[config.mk]
export PLATFORM = sky130hd
export DESIGN_NAME = pc_gen
export DESIGN_NICKNAME = d
export VERILOG_FILES = /design/src/rtl/pc_gen.sv
export SDC_FILE = /design/constraint.sdc
export NUM_CORES = 1
export LEC_CHECK = 0
export CAP_MARGIN = 0
export CELL_PAD_IN_SITES_DETAIL_PLACEMENT = 1
export CELL_PAD_IN_SITES_GLOBAL_PLACEMENT = 1
export CORE_AREA = 10 10 144 146
export CTS_BUF_LIST = sky130_fd_sc_hd__clkbuf_8
export CTS_CLUSTER_SIZE = 25
export DETAILED_ROUTE_END_ITERATION = 10
export DIE_AREA = 0 0 154 156
export PLACE_DENSITY = 0.8
export SKIP_LAST_GASP = 1
export SLEW_MARGIN = 10
export SYNTH_ARGS = -nofsm -noshare
export SYNTH_HDL_FRONTEND = slang
export SYNTH_SLANG_ARGS = --single-unit
[constraint.sdc]
create_clock -name clk -period 6.2 [get_ports clk]
set_input_delay 0.62 -clock clk [delete_from_list [all_inputs] [get_ports clk]]
set_output_delay 0.62 -clock clk [all_outputs]
set_load 0.1 [all_outputs]
[src/rtl/pc_gen.sv]
// pc_gen: fetch-address generator at the head of IF.
//   Holds the fetch PC and presents it to the I-cache through a valid/ready
//   handshake. Trap and branch redirects are applied by priority, and returns
//   are predicted from a circular return-address stack (RAS).
// Ports:
//   clk, rst           clock (rising edge); synchronous active-low reset
//   i_en               hazard-unit enable (0 stalls sequential advance)
//   i_fetch_ready      I-cache accepts the current pc
//   o_fetch_valid      pc is a valid fetch request
//   o_pc               current fetch address (registered)
//   o_redirect         pc was redirected on the previous edge (flush IF/ID)
//   i_trap_valid/vec   take trap to handler address
//   i_br_valid/target  EX branch redirect
//   i_ras_push/addr    decode saw a call; push return address
//   i_ras_pop          decode saw a return; predict from the RAS top
//   o_ras_count        number of valid RAS entries
module pc_gen #(
  parameter int               XLEN      = 32,
  parameter logic [XLEN-1:0]  RESET_VEC = '0,
  parameter int               INC       = 4,
  parameter int               RAS_DEPTH = 4
) (
  input  logic                         clk,
  input  logic                         rst,
  input  logic                         i_en,
  input  logic                         i_fetch_ready,
  output logic                         o_fetch_valid,
  output logic [XLEN-1:0]              o_pc,
  output logic                         o_redirect,
  input  logic                         i_trap_valid,
  input  logic [XLEN-1:0]              i_trap_vec,
  input  logic                         i_br_valid,
  input  logic [XLEN-1:0]              i_br_target,
  input  logic                         i_ras_push,
  input  logic [XLEN-1:0]              i_ras_push_addr,
  input  logic                         i_ras_pop,
  output logic [$clog2(RAS_DEPTH):0]   o_ras_count
);
  localparam int PW = $clog2(RAS_DEPTH);
  localparam int CW = PW + 1;
  // Redirect targets are forced onto an INC-aligned boundary.
  localparam logic [XLEN-1:0] ALIGN_MASK = ~(XLEN'(INC) - XLEN'(1));

  logic [XLEN-1:0] r_pc;
  logic            r_fetch_valid;
  logic            r_redirect;
  logic [PW-1:0]   r_ptr;
  logic [CW-1:0]   r_count;
  logic [XLEN-1:0] r_ras [RAS_DEPTH];

  logic            w_advance;
  logic            w_stack_ok;
  logic            w_do_push;
  logic            w_do_pop;
  logic [XLEN-1:0] w_top;
  logic [XLEN-1:0] w_pc_nxt;
  logic            w_redir_nxt;
  logic            w_wr_en;
  logic [PW-1:0]   w_wr_idx;

  assign w_advance  = i_en & r_fetch_valid & i_fetch_ready;
  // RAS ops are only honoured on the path actually being fetched; anything
  // arriving with a redirect belongs to a squashed path.
  assign w_stack_ok = w_advance & ~i_trap_valid & ~i_br_valid;
  assign w_do_push  = w_stack_ok & i_ras_push;
  assign w_do_pop   = w_stack_ok & i_ras_pop & (r_count != '0);
  assign w_top      = r_ras[r_ptr];

  always_comb begin
    w_pc_nxt    = r_pc;
    w_redir_nxt = 1'b0;
    if (i_trap_valid) begin
      w_pc_nxt    = i_trap_vec & ALIGN_MASK;
      w_redir_nxt = 1'b1;
    end else if (i_br_valid) begin
      w_pc_nxt    = i_br_target & ALIGN_MASK;
      w_redir_nxt = 1'b1;
    end else if (w_do_pop) begin
      w_pc_nxt    = w_top;
    end else if (w_advance) begin
      w_pc_nxt    = r_pc + XLEN'(INC);
    end
  end

  // Push+pop together replaces the top in place; a lone push writes one
  // above the top, which on a full stack is the oldest entry.
  always_comb begin
    w_wr_en  = w_do_push;
    w_wr_idx = w_do_pop ? r_ptr : r_ptr + PW'(1);
  end

  always_ff @(posedge clk) begin
    if (!rst) begin
      r_pc          <= RESET_VEC;
      r_fetch_valid <= 1'b0;
      r_redirect    <= 1'b0;
      r_ptr         <= '0;
      r_count       <= '0;
    end else begin
      r_pc          <= w_pc_nxt;
      r_fetch_valid <= 1'b1;
      r_redirect    <= w_redir_nxt;
      if (i_trap_valid) begin
        r_count <= '0;
      end else if (w_do_push && !w_do_pop) begin
        r_ptr <= r_ptr + PW'(1);
        if (r_count != CW'(RAS_DEPTH)) r_count <= r_count + CW'(1);
      end else if (w_do_pop && !w_do_push) begin
        r_ptr   <= r_ptr - PW'(1);
        r_count <= r_count - CW'(1);
      end
    end
  end

  // Stack storage carries no reset; r_count alone defines which slots are live.
  always_ff @(posedge clk) begin
    if (rst && w_wr_en) r_ras[w_wr_idx] <= i_ras_push_addr;
  end

  assign o_pc          = r_pc;
  assign o_fetch_valid = r_fetch_valid;
  assign o_redirect    = r_redirect;
  assign o_ras_count   = r_count;
endmodule

==> run summary <==
status -> finished clean
aggregate routed wire length -> 24700 um
H-tree Lvls -> 4
fraction of the mapped netlist area in adder cells -> 0.807%
Slew @ Worst Pin -> 1.07 ns
switching part of the total power -> 28.9%
Logic pwr share -> 16.3%
Synth Cell Area -> 7750 um2
internal power -> 1.74 mW
FF-to-FF End -> r_ras[2][9]
CTS Hold Bufs -> 0
Max VDD drop -> 0.140 mV
layout cells sized above 1 -> 12.1%
total die area -> 24000 um2
critical path class -> input port to flip-flop
Max Slew Vio Count -> 0
synthesized instance count -> 563
main combinational cell family by area after synthesis -> compound AO/OA/AOI/OAI gates
Port Buffers -> 136
fin nets -> 807
RSZ-0062 raised after global routing -> false
ys async rst share -> 0%
Fill cells -> 1770
core area -> 17800 um2
Vias/cell -> 6.13
Final Cell Area -> 9670 um2
Area Overhead vs Synth -> 24.8%
DR pass1 iterations -> 7
initial core utilization -> 43.4%
Max Cap Violations -> 0
Worst EP required -> 6.31 ns
Compound-Gate Fraction of Synth Area -> 12.3%
cell count of the worst reg-to-reg path -> 7
Horiz. Die Dim -> 154 um
Post-Place Cell Area -> 9290 um2
Hold Path Class -> flip-flop to flip-flop
initial antenna violation count -> 0
multi-input logic area -> 2810 um2
Post-Synth XOR/XNOR Area -> 2.15%
DR iter-0 viols -> 525
Synth cell types -> 67
Fin Clk Skew -> 0.0128 ns
first-pass GRT wire length -> 38100 um
fmax -> 252 MHz
grt ovf -> 0
setup_tns -> 0 ns
via count -> 5761
placed cells -> 908
GPL Wtd Cong -> 0.813
syn avg cell area -> 13.8 um2
vias in the first global route -> 6345
leakage power total -> 3.15 nW
clock network power share -> 31.6%
P_sw -> 0.708 mW
FF-to-FF Start -> o_ras_count[2]
hpwl dp -> 17500 um
final hold violations -> 0
final antenna-violating net count -> 0
die height -> 156 um
Synth Area in Simple Gates -> 9.82%
WL/cell -> 26.3 um
multiplexer share of the synthesized area -> 11.1%
TritonCTS Buffers -> 17
row cnt -> 49
Root Buffer -> clkbuf_8
Slew HR -> 28.1%
worst setup margin -> 2.24 ns
drc violations -> 0
hold depth -> 2
postcts setup bufs -> 0
Setup violations, final -> 0
Sequential Area -> 4670 um2
reg2reg setup slack -> 3.03 ns
Sink Count -> 169
GRT Total Usage -> 20.3%
Worst Setup End Kind -> flip-flop
pin count of the biggest net entering global routing -> 36
Syn Nets -> 672
Clock Tree Buf Depth -> 2
top-level I/O count -> 141
Post-synth EDFFs -> 128
CTS tree -> done
clk slew on worst S/H paths -> 0.08 ns
pre-CTS setup slack -> 1.82 ns
Top FF cell, synth -> edfxtp_1
Synth warnings -> 0
post-synthesis sequential area ratio -> 60.2%
flops & latches, synth -> 169
worst skew pair latency -> 0.45 ns
Final Non-Filler Cells -> 940
Worst Setup Start Kind -> input port
Fin Hold WS -> 0.473 ns
cell area power density -> 253 nW/um2
Final min period -> 3.96 ns
# diodes -> 0
Final Util -> 54.2%
Tot Pwr -> 2.45 mW
critical path data arrival time -> 4.08 ns
critical path peak fanout -> 25
fin crit share -> 63.9%
Sequential Power Share -> 52.1%
post-CTS sizing -> 0
## cell usage after synthesis, types with 8 or more instances
cell type,number,area share (%)
xor2_1,12,1.4
nor3_1,9,0.58
nor4_1,9,0.73
buf_2,9,0.58
nand3_1,16,1.0
nor2_1,31,1.5
dfxtp_1,41,11
nand4_1,12,0.97
edfxtp_1,128,50
mux2i_1,8,1.0
o211ai_1,9,0.87
nand2b_1,11,0.89
inv_1,12,0.58
a31oi_1,9,0.73
a21oi_1,34,2.2
o22ai_1,8,0.65
mux4_2,23,6.7
clkbuf_1,9,0.44
mux4_1,9,3.1
o21ai_0,15,0.97
nand2_1,40,1.9
## placed cells by master (no fill, tap or decap), drive strengths merged, types with 4 or more instances in the layout
cell / instances
a31oi: 9
clkdlybuf4s50: 136
buf: 15
clkbuf: 17
clkinv: 6
nor4: 9
o21ai: 15
nand4: 12
dfxtp: 41
o32ai: 4
mux2i: 8
nand2b: 11
a221oi: 5
o221ai: 6
nor3: 11
and3: 6
nand3: 16
a21oi: 34
o211ai: 9
and2: 4
nand2: 40
xnor2: 7
nor2: 31
o221a: 6
mux4: 32
and4: 4
inv: 18
ha: 5
xor2: 12
o22ai: 8
edfxtp: 128
## worst max path at each step
| stage | startpoint | end | slack, ns | cells after the start |
|---|---|---|---|---|
| 2_1_floorplan | o_fetch_valid | r_ras[3][0] | 0.68 | 6 |
| 3_3_place_gp | i_trap_valid | r_ras[0][26] | 1.95 | 8 |
| 3_5_place_dp | i_trap_valid | r_ras[2][6] | 1.82 | 9 |
| 4_1_cts | i_trap_valid | r_ras[2][8] | 2.29 | 9 |
| 5_1_grt | i_trap_valid | r_ras[2][8] | 2.08 | 9 |
| 6_report | i_trap_valid | r_ras[2][9] | 2.24 | 9 |
## worst max-delay path, cell delays in order
cell and delay, ns:
clkdlybuf4s50_1 0.80, a311oi_4 0.44, buf_4 0.37, nor3_4 0.08, inv_2 0.41, and2_1 0.31
mux2i_1 0.13, nor2_2 0.42, buf_4 0.48
## logic make-up (layout without fill, tap and decap cells)
| family | after synthesis | in the layout |
|---|---|---|
| AND/OR/NAND/NOR | 151 | 151 |
| adder cells (fa/ha/maj) | 5 | 5 |
| XOR/XNOR | 19 | 19 |
| AO/OA/AOI/OAI | 129 | 129 |
| flip-flops | 169 | 169 |
| buffers and inverters | 48 | 196 |
| multiplexers | 42 | 42 |
## layout make-up
cell class | instances | area share [%]
Tap cell | 229 | 2.96
Sequential cell | 169 | 48.2
Multi-Input combinational cell | 346 | 29.1
Clock inverter | 15 | 1.54
Inverter | 13 | 0.505
Timing Repair Buffer | 151 | 15.2
Clock buffer | 17 | 2.42
## layer usage
metal | up-vias | routed length [um] | global-route usage, %
met2 | 263 | 12600 | 34.3
met5 | - | 0 | 0
li1 | 2534 | - | -
met4 | 0 | 626 | 7.02
met1 | 2922 | 9870 | 24.5
met3 | 42 | 1650 | 5.43
## registers in the layout, indices dropped and copies added, names as in the netlist, named ones only
register	cells
o_ras_count	3
r_ptr	2
o_pc	30
o_fetch_valid	1
o_redirect	1
r_ras	128
## power by group through the flow
stage,Clock (mW),Sequential (mW),Combinational (mW)
detailed placement,0,1.30,0.398
global placement,0,1.30,0.389
finish,0.774,1.28,0.400
global route,0.834,1.28,0.419
CTS,0.788,1.27,0.400
floorplan,0,1.42,0.117
(Power assumes the default switching activity.)
